`config.mk`:
```
export PLATFORM = sky130hd
export DESIGN_NAME = pipelined_controller
export DESIGN_NICKNAME = d
export VERILOG_FILES = /design/src/rtl/legv8_pkg.sv /design/src/rtl/legv8_decoder.sv /design/src/rtl/pipelined_controller.sv
export SDC_FILE = /design/constraint.sdc
export NUM_CORES = 1
export LEC_CHECK = 0
export CAP_MARGIN = 25
export CORE_MARGIN = 4
export CORE_UTILIZATION = 36
export CTS_CLUSTER_SIZE = 40
export DETAILED_ROUTE_END_ITERATION = 12
export GPL_TIMING_DRIVEN = 0
export PLACE_DENSITY = 0.84
export SLEW_MARGIN = 0
export SYNTH_ARGS = -nofsm -noshare
export SYNTH_HDL_FRONTEND = slang
export SYNTH_SLANG_ARGS = --single-unit
```
`constraint.sdc`:
```
create_clock -name clock -period 3.26 [get_ports clock]
set_clock_uncertainty 0.2 [all_clocks]
set_input_delay 0.652 -clock clock [delete_from_list [all_inputs] [get_ports clock]]
set_output_delay 0.652 -clock clock [all_outputs]
set_load 0.02 [all_outputs]
```
`src/rtl/legv8_pkg.sv`:
```
// +----------------------------------------------------------------------------+
// | legv8_pkg: shared opcodes, ALU-op classes and pipeline control bundles.     |
// | Revision: 1.0                                                              |
// +----------------------------------------------------------------------------+
`default_nettype none

package legv8_pkg;

  localparam int OPC_W   = 11;
  localparam int REG_W   = 5;
  localparam int ALUOP_W = 2;

  localparam logic [OPC_W-1:0] OPC_ADD  = 11'b10001011000;
  localparam logic [OPC_W-1:0] OPC_SUB  = 11'b11001011000;
  localparam logic [OPC_W-1:0] OPC_AND  = 11'b10001010000;
  localparam logic [OPC_W-1:0] OPC_ORR  = 11'b10101010000;
  localparam logic [OPC_W-1:0] OPC_LDUR = 11'b11111000010;
  localparam logic [OPC_W-1:0] OPC_STUR = 11'b11111000000;
  localparam logic [7:0]       OPC_CBZ  = 8'b10110100;
  localparam logic [5:0]       OPC_B    = 6'b000101;

  localparam logic [ALUOP_W-1:0] ALUOP_LDST  = 2'b00;
  localparam logic [ALUOP_W-1:0] ALUOP_CBZ   = 2'b01;
  localparam logic [ALUOP_W-1:0] ALUOP_RTYPE = 2'b10;

  localparam logic [REG_W-1:0] XZR = 5'd31;

  typedef struct packed {
    logic               alu_src;
    logic [ALUOP_W-1:0] alu_op;
  } ex_ctrl_t;

  typedef struct packed {
    logic branch;
    logic uncond_branch;
    logic mem_read;
    logic mem_write;
  } mem_ctrl_t;

  typedef struct packed {
    logic mem_to_reg;
    logic reg_write;
  } wb_ctrl_t;

  typedef struct packed {
    ex_ctrl_t         ex;
    mem_ctrl_t        mem;
    wb_ctrl_t         wb;
    logic [REG_W-1:0] dest;
  } idex_t;

  typedef struct packed {
    mem_ctrl_t        mem;
    wb_ctrl_t         wb;
    logic [REG_W-1:0] dest;
  } exmem_t;

  typedef struct packed {
    wb_ctrl_t         wb;
    logic [REG_W-1:0] dest;
  } memwb_t;

endpackage

`default_nettype wire

```
`src/rtl/legv8_decoder.sv`:
```
// +----------------------------------------------------------------------------+
// | legv8_decoder: combinational LEGv8 opcode to control-bundle decode.         |
// | Revision: 1.0                                                              |
// +----------------------------------------------------------------------------+
`default_nettype none

module legv8_decoder
  import legv8_pkg::*;
(
  input  logic [OPC_W-1:0] opcode_i,
  output ex_ctrl_t         ex_o,
  output mem_ctrl_t        mem_o,
  output wb_ctrl_t         wb_o,
  output logic             reg2loc_o,
  output logic             reads_rm_o,
  output logic             legal_o
);

  always_comb begin
    ex_o       = '0;
    mem_o      = '0;
    wb_o       = '0;
    reg2loc_o  = 1'b0;
    reads_rm_o = 1'b0;
    legal_o    = 1'b1;
    if (opcode_i == OPC_ADD || opcode_i == OPC_SUB ||
        opcode_i == OPC_AND || opcode_i == OPC_ORR) begin
      wb_o.reg_write = 1'b1;
      ex_o.alu_op    = ALUOP_RTYPE;
      reads_rm_o     = 1'b1;
    end else if (opcode_i == OPC_LDUR) begin
      ex_o.alu_src    = 1'b1;
      ex_o.alu_op     = ALUOP_LDST;
      mem_o.mem_read  = 1'b1;
      wb_o.mem_to_reg = 1'b1;
      wb_o.reg_write  = 1'b1;
    end else if (opcode_i == OPC_STUR) begin
      reg2loc_o       = 1'b1;
      reads_rm_o      = 1'b1;
      ex_o.alu_src    = 1'b1;
      ex_o.alu_op     = ALUOP_LDST;
      mem_o.mem_write = 1'b1;
    end else if (opcode_i[OPC_W-1 -: 8] == OPC_CBZ) begin
      reg2loc_o    = 1'b1;
      reads_rm_o   = 1'b1;
      mem_o.branch = 1'b1;
      ex_o.alu_op  = ALUOP_CBZ;
    end else if (opcode_i[OPC_W-1 -: 6] == OPC_B) begin
      mem_o.uncond_branch = 1'b1;
    end else begin
      legal_o = 1'b0;
    end
  end

endmodule

`default_nettype wire

```
`src/rtl/pipelined_controller.sv`:
```
// +----------------------------------------------------------------------------+
// | pipelined_controller: LEGv8 ID decode with ID/EX, EX/MEM, MEM/WB control   |
// | pipeline, load-use stall and branch flush. Revision: 1.0                    |
// +----------------------------------------------------------------------------+
`default_nettype none

module pipelined_controller
  import legv8_pkg::*;
#(
  parameter int unsigned INSTR_WIDTH    = 32,
  parameter int unsigned REG_ADDR_WIDTH = 5,
  parameter int unsigned ALUOP_WIDTH    = 2,
  parameter bit          HAZARD_EN      = 1'b1
) (
  input  logic                      clock,
  input  logic                      reset,
  input  logic [INSTR_WIDTH-1:0]    instruction,
  input  logic                      instrValid,
  input  logic                      flush,
  output logic                      stallFetch,
  output logic [REG_ADDR_WIDTH-1:0] readRegister1,
  output logic [REG_ADDR_WIDTH-1:0] readRegister2,
  output logic                      exAluSRC,
  output logic [ALUOP_WIDTH-1:0]    exAluOP,
  output logic [REG_ADDR_WIDTH-1:0] exWriteRegister,
  output logic                      memBranch,
  output logic                      memUnconditionalBranch,
  output logic                      memRead,
  output logic                      memWrite,
  output logic                      wbMemToReg,
  output logic                      wbRegWrite,
  output logic [REG_ADDR_WIDTH-1:0] wbWriteRegister,
  output logic                      illegalOpcode
);

  ex_ctrl_t         dec_ex;
  mem_ctrl_t        dec_mem;
  wb_ctrl_t         dec_wb;
  logic             dec_reg2loc;
  logic             dec_reads_rm;
  logic             dec_legal;
  logic [REG_W-1:0] rr1_w;
  logic [REG_W-1:0] rr2_w;
  logic             hazard;
  logic             unused_fields;

  idex_t  idex_q,  idex_d;
  exmem_t exmem_q, exmem_d;
  memwb_t memwb_q, memwb_d;
  logic   illegal_q, illegal_d;

  legv8_decoder u_decoder (
    .opcode_i   (instruction[INSTR_WIDTH-1 -: OPC_W]),
    .ex_o       (dec_ex),
    .mem_o      (dec_mem),
    .wb_o       (dec_wb),
    .reg2loc_o  (dec_reg2loc),
    .reads_rm_o (dec_reads_rm),
    .legal_o    (dec_legal)
  );

  // Shift amount / address offset bits carry no control information.
  assign unused_fields = ^instruction[15:10];

  assign rr1_w = instruction[9:5];
  assign rr2_w = dec_reg2loc ? instruction[4:0] : instruction[20:16];

  generate
    if (HAZARD_EN) begin : g_hazard
      // A load writing XZR never produces a value anyone can depend on.
      assign hazard = instrValid && idex_q.mem.mem_read && (idex_q.dest != XZR) &&
                      ((idex_q.dest == rr1_w) || (dec_reads_rm && (idex_q.dest == rr2_w)));
    end else begin : g_no_hazard
      assign hazard = 1'b0;
    end
  endgenerate

  assign stallFetch = hazard && !flush;

  always_comb begin
    memwb_d   = '{wb: exmem_q.wb, dest: exmem_q.dest};
    exmem_d   = '0;
    idex_d    = '0;
    illegal_d = instrValid && !dec_legal && !flush && !hazard;
    if (!flush) begin
      exmem_d = '{mem: idex_q.mem, wb: idex_q.wb, dest: idex_q.dest};
      if (instrValid && dec_legal && !hazard) begin
        idex_d = '{ex: dec_ex, mem: dec_mem, wb: dec_wb, dest: instruction[4:0]};
      end
    end
  end

  always_ff @(posedge clock) begin
    if (reset) begin
      idex_q    <= '0;
      exmem_q   <= '0;
      memwb_q   <= '0;
      illegal_q <= 1'b0;
    end else begin
      idex_q    <= idex_d;
      exmem_q   <= exmem_d;
      memwb_q   <= memwb_d;
      illegal_q <= illegal_d;
    end
  end

  assign readRegister1          = REG_ADDR_WIDTH'(rr1_w);
  assign readRegister2          = REG_ADDR_WIDTH'(rr2_w);
  assign exAluSRC               = idex_q.ex.alu_src;
  assign exAluOP                = ALUOP_WIDTH'(idex_q.ex.alu_op);
  assign exWriteRegister        = REG_ADDR_WIDTH'(idex_q.dest);
  assign memBranch              = exmem_q.mem.branch;
  assign memUnconditionalBranch = exmem_q.mem.uncond_branch;
  assign memRead                = exmem_q.mem.mem_read;
  assign memWrite               = exmem_q.mem.mem_write;
  assign wbMemToReg             = memwb_q.wb.mem_to_reg;
  assign wbRegWrite             = memwb_q.wb.reg_write;
  assign wbWriteRegister        = REG_ADDR_WIDTH'(memwb_q.dest);
  assign illegalOpcode          = illegal_q;

endmodule

`default_nettype wire
```
==> run summary, run 1 <==
P per Cell Area = 405 nW/um2
synth-to-layout area growth = 67.4%
Max-cap violations = 0
IO Pins = 67
1st-iter DRT viols = 103
Sw Ratio = 19.8%
Initial Util = 37.5%
leakage power = 0.000937 uW
final setup margin = -0.137 ns
drt first pass iters = 4
initial antenna violation count = 0
Seq/Total Area, Yosys = 43.4%
RD Place Congestion = 0.757
Worst-path clk slew = 0.06 ns
chip height = 70.0 um
Yosys cell types = 38
number of global-route vias before repair = 1336
sequential power share = 39.2%
post-synthesis register bit count = 30
first-pass GRT wire length = 5760 um
# rows = 22
crit path launch type = primary input
Crit Path Max Fanout = 3
fill count = 299
top-count cell post-synth = dfxtp_1
clock share of power = 49.5%
critical path class = in -> out
CTS max path bufs = 2
Slew Limit Fails = 0
largest net degree at the start of global routing = 11
Synth Net Count = 190
gr usage total = 14.7%
n_diodes = 0
RSZ-0062 raised after global routing = yes
final worst path period share = 104%
final core area utilization = 62.8%
Final min period = 3.40 ns
wire per inst = 13.6 um
Setup crit end = stallFetch
Post-Syn Area = 1380 um2
slew of the pin with the lowest slew margin = 0.394 ns
Synth top area share = 43.4%
final-report setup violation count = 1
clk sinks = 30
CP endpoint kind = output port
die area = 4900 um2
fmax = 0.294 GHz
worst slack, placed = -0.995 ns
Most used DFF post-synth = dfxtp_1
DR vias/cell = 4.86
DP HPWL = 2610 um
Avg Cell Area, Syn = 8.98 um2
remaining antenna violation count = 0
switching pwr = 185 uW
r2r setup slk = 1.15 ns
via count = 1380
main area contributors after synthesis = dfxtp_1, buf_4, nor2_1
Final Hold Viols = 0
CTS root buf = clkbuf_8
Post-synth top cells = dfxtp_1, nor2_1, nand2_1
port bufs = 60
Power Internal = 752 uW
DIE WIDTH = 70.0 um
insertion delay of the later-clocked pin in the worst-skew pair = 0.28 ns
nets = 271
DRC Markers = 0
VDD IR-drop max = 0.000286 V
leading area contributor after synthesis = dfxtp_1
worst r2r src = exWriteRegister[4]$_SDFF_PP0_
WL final = 3850 um
CTS buffer count = 5
outcome = finished, violations left
hold-fix buffer count after cts = 0
Logic pwr share = 11.3%
CTS tree = built
critical path arrival = 2.54 ns
Setup crit start = instruction[23]
Syn Inst Count = 154
worst reg2reg endpoint = exAluSRC$_SDFF_PP0_
Multi-input gate area = 698 um2
layout cells sized above 1 = 22.9%
Post-synth EDFFs = 0
Slew HR = 73.7%
critical path data required time = 2.41 ns
Min-Delay Path Class = reg -> reg
GRT Residual Overflow = 0
reg2reg path depth = 7
Ys Warns = 0
asr flop ratio synth = 0%
H-tree Lvls = 2
CORE AREA = 3690 um2
failing checks = setup timing
register area = 601 um2
-- cell usage in the layout (no fill, tap or decap), types with 4 or more instances in the layout --
cell and n:
nand2_1 12, xor2_1 5, clkdlybuf4s50_1 44, clkbuf_8 6, and2_1 8, nor2_1 14
o21ai_0 5, inv_1 9, nor2b_1 8, dlygate4sd2_1 9, nor3_1 7, nand3_1 4
buf_4 27, dfxtp_1 30
-- flip-flops by register name, summed over array words and instances (netlist names) --
register                flops
exAluOP                     1
exAluSRC                    1
exWriteRegister             5
exmem_q                     6
idex_q                      5
illegalOpcode               1
memBranch                   1
memRead                     1
memUnconditionalBranch      1
memWrite                    1
wbMemToReg                  1
wbRegWrite                  1
wbWriteRegister             5
-- power groups by stage --
stage	combinational, uW	sequential [uW]	clock [uW]
finish	106	368	464
detailed placement	103	376	0
global placement	102	376	0
global route	113	368	480
floorplan	40.2	376	0
CTS	105	368	465
-- how the worst min path moves through the flow --
| stage | cells after the start | slack [ns] | start | to |
|---|---|---|---|---|
| 3_5_place_dp | 1 | 0.21 | idex_q[5]$_SDFF_PP0_ | exmem_q[5]$_SDFF_PP0_ |
| 6_report | 1 | 0.23 | idex_q[5]$_SDFF_PP0_ | exmem_q[5]$_SDFF_PP0_ |
| 2_1_floorplan | 1 | 0.21 | idex_q[5]$_SDFF_PP0_ | exmem_q[5]$_SDFF_PP0_ |
| 5_1_grt | 1 | 0.25 | idex_q[9]$_SDFF_PP0_ | memUnconditionalBranch$_SDFF_PP0_ |
| 3_3_place_gp | 1 | 0.21 | idex_q[9]$_SDFF_PP0_ | memUnconditionalBranch$_SDFF_PP0_ |
| 4_1_cts | 1 | 0.22 | idex_q[5]$_SDFF_PP0_ | exmem_q[5]$_SDFF_PP0_ |
-- critical path, stage by stage --
cell and delay (ns):
buf_6 0.09, or4b_4 0.56, nor4b_4 0.31, buf_4 0.17, o2bb2a_4 0.16, a211oi_4 0.16, a31oi_1 0.13, nor2_1 0.13
buf_4 0.16
-- what timing repair did --
| item | in CTS | in global routing |
|---|---|---|
| cloned | 0 | 0 |
| pin swaps | 10 | 4 |
| setup buffers | 10 | 4 |
| gates resized for setup | 44 | 4 |
| setup endpoints to repair | 6 | 4 |
-- through the flow --
stage                     cell area (um2)  TNS, ns  hold slack [ns]  instances  total power (uW)
after floorplan                      1380        0            0.206        154               417
after global placement               2040    -4.30            0.207        262               477
after detailed placement             2040    -4.55            0.214        262               479
after CTS                            2280   -0.121            0.224        280               937
after global routing                 2310   -0.398            0.249        284               960
final                                2310   -0.137            0.227        284               937
-- final cells by class --
| cell class | count | share of cell area, % |
|---|---|---|
| Buffer | 14 | 4.54 |
| Clock buffer | 6 | 3.57 |
| Clock inverter | 2 | 2.59 |
| Inverter | 9 | 1.46 |
| Multi-Input combinational cell | 101 | 30.2 |
| Sequential cell | 30 | 25.9 |
| Tap cell | 48 | 2.59 |
| Timing Repair Buffer | 74 | 29.1 |
-- layer usage --
metal	wire length, um	share of wire (%)	up-vias	track usage (%)
met2	1920	50	59	25.6
met1	1560	41	637	16.2
li1	-	-	676	-
met3	282	7.3	8	5.04
met5	0	0	-	0
met4	86	2.2	0	6.17
-- cells by family (layout without fill, tap and decap cells) --
logic type / count (synthesis) / count (layout) / synth area share, %
and+or+nand+nor: 69 / 69 / 28.1
DFF: 30 / 30 / 43.4
AOI/OAI and AO/OA: 21 / 21 / 10.9
buffers and inverters: 23 / 105 / 10.0
xor gates and xnor gates: 7 / 7 / 4.43
muxes: 4 / 4 / 3.08
(Power assumes the default switching activity.)
==> run 2: changes to the inputs <==
--- a/config.mk
+++ b/config.mk
@@ -7,11 +7,11 @@
 export LEC_CHECK = 0
 export CAP_MARGIN = 25
 export CORE_MARGIN = 4
-export CORE_UTILIZATION = 36
-export CTS_CLUSTER_SIZE = 40
+export CORE_UTILIZATION = 40
+export CTS_CLUSTER_SIZE = 12
 export DETAILED_ROUTE_END_ITERATION = 12
 export GPL_TIMING_DRIVEN = 0
-export PLACE_DENSITY = 0.84
+export PLACE_DENSITY = 0.91
 export SLEW_MARGIN = 0
 export SYNTH_ARGS = -nofsm -noshare
 export SYNTH_HDL_FRONTEND = slang
==> run 2 against run 1 <==
  * The flow still finishes with violations (setup timing)
  * Worst setup slack lost 0.073 ns
  * Power is 24% lower
  * Via count increased by 5.9%
  * Fmax shrank 2.1%
  * Die area down 8.9%
  * First-iteration DRC count down 24%
  * Hold slack improved by 0.0055 ns
  * Cell area down 2.0%
  * Flip-flop and latch count stayed put
==> run summary, run 2 (same netlist as run 1, synthesis figures left out) <==
Most flops, register = exmem_q (unchanged)
DIE WIDTH = 66.8 um (was 70.0 um)
via count = 1461 (was 1380)
insertion delay of the later-clocked pin in the worst-skew pair = 0.34 ns (was 0.28 ns)
n_diodes = 0 (unchanged)
final-report setup violation count = 3 (was 1)
CP endpoint kind = output port (unchanged)
Worst path slowest cell = or4b_4 (unchanged)
CTS root buf = clkbuf_4 (was clkbuf_8)
crit path launch type = primary input (unchanged)
Worst-path clk slew = 0.08 ns (was 0.06 ns)
gr usage total = 19.3% (was 14.7%)
port bufs = 60 (unchanged)
synth-to-layout area growth = 64.1% (was 67.4%)
hold-fix buffer count after cts = 0 (unchanged)
clk sinks = 30 (unchanged)
post-route cell area = 2270 um2 (was 2310 um2)
Final Non-Filler Cells = 288 (was 284)
clock share of power = 33.0% (was 49.5%)
RD Place Congestion = 0.809 (was 0.757)
P per Cell Area = 315 nW/um2 (was 405 nW/um2)
crit-path cells = buf_6 -> or4b_4 -> nor4b_4 -> o2bb2a_4 -> a211oi_2 -> a31oi_1 -> nor2_1 -> buf_4 (was buf_6 -> or4b_4 -> nor4b_4 -> buf_4 -> o2bb2a_4 -> a211oi_4 -> a31oi_1 -> nor2_1 -> buf_4)
final setup margin = -0.210 ns (was -0.137 ns)
Worst path max stage delay = 0.56 ns (about the same)
Sw Ratio = 25.3% (was 19.8%)
Final Hold Viols = 0 (unchanged)
fill count = 264 (was 299)
failing checks = setup timing (unchanged)
Crit Path Max Fanout = 3 (unchanged)
leakage power = 0.000936 uW (was 0.000937 uW)
final worst path period share = 106% (was 104%)
setup TNS = -0.231 ns (was -0.137 ns)
initial antenna violation count = 0 (unchanged)
Slew HR = 74.2% (was 73.7%)
worst slack, placed = -0.974 ns (was -0.995 ns)
remaining antenna violation count = 0 (unchanged)
Buf/Inv on CP = 2 (was 3)
Min-Delay Path Class = reg -> reg (unchanged)
slew of the pin with the lowest slew margin = 0.386 ns (was 0.394 ns)
die area = 4460 um2 (was 4900 um2)
Max-cap violations = 0 (unchanged)
CTS buffer count = 5 (unchanged)
Post-DP Area = 2040 um2 (about the same)
Final min period = 3.47 ns (was 3.40 ns)
fmax = 0.288 GHz (was 0.294 GHz)
H-tree Lvls = 2 (unchanged)
largest net degree at the start of global routing = 11 (unchanged)
Power Internal = 533 uW (was 752 uW)
met3 wire len = 356 um (was 282 um)
critical path arrival = 2.62 ns (was 2.54 ns)
most frequent cells in the layout = clkdlybuf4s50_1, buf_4, dfxtp_1 (was clkdlybuf4s50_1, dfxtp_1, buf_4)
Crit path max-delay family = simple AND/OR/NAND/NOR gates (unchanged)
switching pwr = 181 uW (was 185 uW)
DRC Markers = 0 (unchanged)
chip height = 66.8 um (was 70.0 um)
RSZ-0062 raised after global routing = yes (unchanged)
Initial Util = 41.4% (was 37.5%)
critical path class = in -> out (unchanged)
sequential power share = 51.4% (was 39.2%)
drt first pass iters = 5 (was 4)
final core area utilization = 68.0% (was 62.8%)
Logic pwr share = 15.6% (was 11.3%)
1st-iter DRT viols = 78 (was 103)
nets = 277 (was 271)
top sig layer = met4 (unchanged)
DP HPWL = 2790 um (was 2610 um)
wire per inst = 14.4 um (was 13.6 um)
number of global-route vias before repair = 1425 (was 1336)
critical path data required time = 2.41 ns (about the same)
IO Pins = 67 (unchanged)
VDD IR-drop max = 0.000174 V (was 0.000286 V)
first-pass GRT wire length = 6300 um (was 5760 um)
Placed Cells = 260 (was 262)
DR vias/cell = 5.07 (was 4.86)
# rows = 21 (was 22)
max reg flops = 6 (unchanged)
CTS max path bufs = 2 (unchanged)
CORE AREA = 3340 um2 (was 3690 um2)
met2 wire length = 2070 um (was 1920 um)
WL final = 4150 um (was 3850 um)
layout cells sized above 1 = 25.2% (was 22.9%)
GRT Residual Overflow = 0 (unchanged)
commonest non-fill, non-tap cell in the layout = clkdlybuf4s50_1 (unchanged)
metal1 wirelength = 1610 um (was 1560 um)
CTS tree = built (unchanged)
Slew Limit Fails = 0 (unchanged)
outcome = finished, violations left (unchanged)
run 2: cell count changes in the layout (fill, tap and decap cells not counted), sizes merged:
| cell | previous run | this run |
|---|---|---|
| buf | 33 | 39 |
| bufinv | 2 | 0 |
| dlygate4sd2 | 9 | 7 |
| clkinv | 0 | 1 |
| clkbuf | 8 | 11 |
run 2: layout make-up:
type	instances	area, um2	share of cell area (%)
buffer	14	105	4.63
clock buffer	7	55.1	2.43
clock inverter	1	5.00	0.221
inverter	9	33.8	1.49
multi-input combinational	101	699	30.8
sequential	30	601	26.5
tap	46	57.6	2.54
timing repair buffer	80	712	31.4
run 2: worst paths after layout:
kind | from | endpoint | slack, ns | cells past startpoint
worst max-delay path | instruction[21] | stallFetch | -0.21 | 8
worst min-delay path | idex_q[7]$_SDFF_PP0_ | memWrite$_SDFF_PP0_ | 0.23 | 1
worst max register to register | exWriteRegister[4]$_SDFF_PP0_ | idex_q[7]$_SDFF_PP0_ | 1.10 | 8
worst min register to register | idex_q[7]$_SDFF_PP0_ | memWrite$_SDFF_PP0_ | 0.23 | 1
run 2: routing by layer:
metal | vias up | track usage [%]
met3 | 12 | 5.06
met1 | 679 | 21.7
li1 | 691 | -
met5 | - | 0
met4 | 0 | 12.4
met2 | 79 | 31.8
run 2: power groups by stage:
stage / registers [uW] / logic [uW] / clock network [uW]
finish: 367 / 111 / 235
global route: 367 / 118 / 262
CTS: 367 / 107 / 240
detailed placement: 376 / 103 / 0
global placement: 376 / 101 / 0
floorplan: 376 / 40.2 / 0
run 2: stage by stage:
step                      hold WS (ns)  total power (uW)
after floorplan                  0.206               417
after global placement           0.208               477
after detailed placement         0.214               479
after CTS                        0.235               714
after global routing             0.262               747
final                            0.232               714
run 2: timing repair:
action | in CTS | in global routing
endpoints found under the setup margin | 6 | 5
gates cloned | 0 | 0
buffers inserted | 14 | 6
resized for setup | 41 | 13
pin swaps | 11 | 9
==> run 3: changes to the inputs <==
--- a/config.mk
+++ b/config.mk
@@ -7,11 +7,12 @@
 export LEC_CHECK = 0
 export CAP_MARGIN = 25
 export CORE_MARGIN = 4
-export CORE_UTILIZATION = 40
+export CORE_UTILIZATION = 45
 export CTS_CLUSTER_SIZE = 12
 export DETAILED_ROUTE_END_ITERATION = 12
+export DONT_BUFFER_PORTS = 1
 export GPL_TIMING_DRIVEN = 0
-export PLACE_DENSITY = 0.91
+export PLACE_DENSITY = 0.72
 export SLEW_MARGIN = 0
 export SYNTH_ARGS = -nofsm -noshare
 export SYNTH_HDL_FRONTEND = slang
==> run 3 against run 2 <==
  * The flow now finishes without violations
  * Combinational power down 57%
  * Utilization down 15 points
  * Die area down 9.8%
  * Register-to-register slack better by 0.22 ns
  * Critical path type unchanged
  * Critical endpoint unchanged
==> run summary, run 3 (same netlist as run 1, synthesis figures left out) <==
P per Cell Area = 403 nW/um2 (was 315 nW/um2)
Worst path slowest cell = or4b_4 (unchanged)
leakage power = 0.000577 uW (was 0.000936 uW)
WL final = 3010 um (was 4150 um)
Slew Limit Fails = 0 (unchanged)
Slew HR = 52.9% (was 74.2%)
Crit Path Max Fanout = 4 (was 3)
Max-cap violations = 0 (unchanged)
H-tree Lvls = 2 (unchanged)
DP HPWL = 2430 um (was 2790 um)
RD Place Congestion = 0.846 (was 0.809)
n_diodes = 0 (unchanged)
1st-iter DRT viols = 54 (was 78)
RSZ-0062 raised after global routing = no (was yes)
DIE WIDTH = 63.4 um (was 66.8 um)
DR vias/cell = 5.55 (was 5.07)
Worst-path clk slew = 0.08 ns (about the same)
CTS root buf = clkbuf_4 (unchanged)
clk sinks = 30 (unchanged)
gr usage total = 15.4% (was 19.3%)
number of global-route vias before repair = 1056 (was 1425)
max reg flops = 6 (unchanged)
CP endpoint kind = output port (unchanged)
most frequent cells in the layout = dfxtp_1, nand2_1, nor2_1 (was clkdlybuf4s50_1, buf_4, dfxtp_1)
port bufs = 0 (was 60)
Final min period = 3.21 ns (was 3.47 ns)
CTS buffer count = 5 (unchanged)
chip height = 63.4 um (was 66.8 um)
VDD IR-drop max = 0.000260 V (was 0.000174 V)
Initial Util = 48.5% (was 41.4%)
IO Pins = 67 (unchanged)
Crit path max-delay family = simple AND/OR/NAND/NOR gates (unchanged)
critical path data required time = 2.41 ns (about the same)
outcome = completed (was finished, violations left)
crit path launch type = primary input (unchanged)
layout cells sized above 1 = 20.5% (was 25.2%)
Worst path max stage delay = 0.57 ns (was 0.56 ns)
insertion delay of the later-clocked pin in the worst-skew pair = 0.32 ns (was 0.34 ns)
critical path class = in -> out (unchanged)
remaining antenna violation count = 0 (unchanged)
hold-fix buffer count after cts = 0 (unchanged)
synth-to-layout area growth = 8.87% (was 64.1%)
wire per inst = 15.7 um (was 14.4 um)
DRC Markers = 0 (unchanged)
CTS max path bufs = 2 (unchanged)
nets = 197 (was 277)
CTS tree = built (unchanged)
final-report setup violation count = 0 (was 3)
Min-Delay Path Class = in -> reg (was reg -> reg)
Setup Buffers After CTS = 0 (was 14)
initial antenna violation count = 0 (unchanged)
final worst path period share = 98.5% (was 106%)
commonest non-fill, non-tap cell in the layout = dfxtp_1 (was clkdlybuf4s50_1)
GRT Residual Overflow = 0 (unchanged)
drt first pass iters = 4 (was 5)
# rows = 19 (was 21)
Buf/Inv on CP = 0 (was 2)
die area = 4020 um2 (was 4460 um2)
CORE AREA = 2850 um2 (was 3340 um2)
post-route cell area = 1510 um2 (was 2270 um2)
Post-DP Area = 1420 um2 (was 2040 um2)
first-pass GRT wire length = 4800 um (was 6300 um)
crit-path cells = or4b_4 -> nor4b_4 -> o2bb2a_2 -> a211oi_2 -> a31oi_2 -> nor2_4 (was buf_6 -> or4b_4 -> nor4b_4 -> o2bb2a_4 -> a211oi_2 -> a31oi_1 -> nor2_1 -> buf_4)
critical path arrival = 2.36 ns (was 2.62 ns)
largest net degree at the start of global routing = 11 (unchanged)
fmax = 0.311 GHz (was 0.288 GHz)
Final Hold Viols = 0 (unchanged)
slew of the pin with the lowest slew margin = 0.699 ns (was 0.386 ns)
via count = 1065 (was 1461)
Most flops, register = exmem_q (unchanged)
Final Total Pwr = 607 uW (was 714 uW)
==> run 3: cell count changes in the layout (fill, tap and decap cells not counted), sizes merged <==
cell / change
clkdlybuf4s50: -44
buf: -26
dlygate4sd2: -7
clkbuf: -5
clkinv: +1
==> run 3: routing by layer <==
| metal | global-route usage [%] | vias to the layer above | share of wire [%] |
|---|---|---|---|
| met3 | 8.53 | 9 | 10 |
| met2 | 23.5 | 54 | 49 |
| met5 | 0 | - | 0 |
| met4 | 6.74 | 0 | 2.0 |
| li1 | - | 528 | - |
| met1 | 17.6 | 474 | 39 |
==> run 3: timing repair <==
item	CTS	global route
pin swaps	1	3
endpoints found under the setup margin	1	1
resized for setup	2	5
hold endpoints to repair	0	0
==> run 3: final cells by class <==
cell class	instances	area, um2
fill	277	1350
multi-input combinational	101	679
sequential	30	601
buffer	14	105
tap	31	38.8
clock buffer	5	37.5
inverter	9	33.8
clock inverter	2	10.0
==> run 3: power by group <==
part	total, uW	internal, uW	switching [uW]
clock network	192	77.2	115
logic	47.7	20.8	26.9
registers	368	367	1.07
==> run 3: worst paths after layout <==
| path | startpoint | endpoint | slack, ns | cells past startpoint |
|---|---|---|---|---|
| min reg2reg | idex_q[9]$_SDFF_PP0_ | memUnconditionalBranch$_SDFF_PP0_ | 0.22 | 1 |
| max reg2reg | exWriteRegister[4]$_SDFF_PP0_ | idex_q[10]$_SDFF_PP0_ | 1.32 | 7 |
| max | instruction[26] | stallFetch | 0.05 | 6 |
| min | reset | wbWriteRegister[4]$_SDFF_PP0_ | 0.19 | 1 |
==> run 3: through the flow <==
| step | setup TNS (ns) | worst slack (ns) | hold WS [ns] | cells | utilization, % |
|---|---|---|---|---|---|
| floorplan | 0 | 0.0986 | 0.206 | 154 | - |
| global placement | -0.0905 | -0.0905 | 0.212 | 185 | 49.8 |
| detailed placement | -0.0885 | -0.0885 | 0.211 | 185 | 49.8 |
| CTS | 0 | 0.0172 | 0.174 | 192 | 51.9 |
| global route | 0 | 0.0130 | 0.162 | 192 | 52.8 |
| finish | 0 | 0.0488 | 0.192 | 192 | 52.8 |
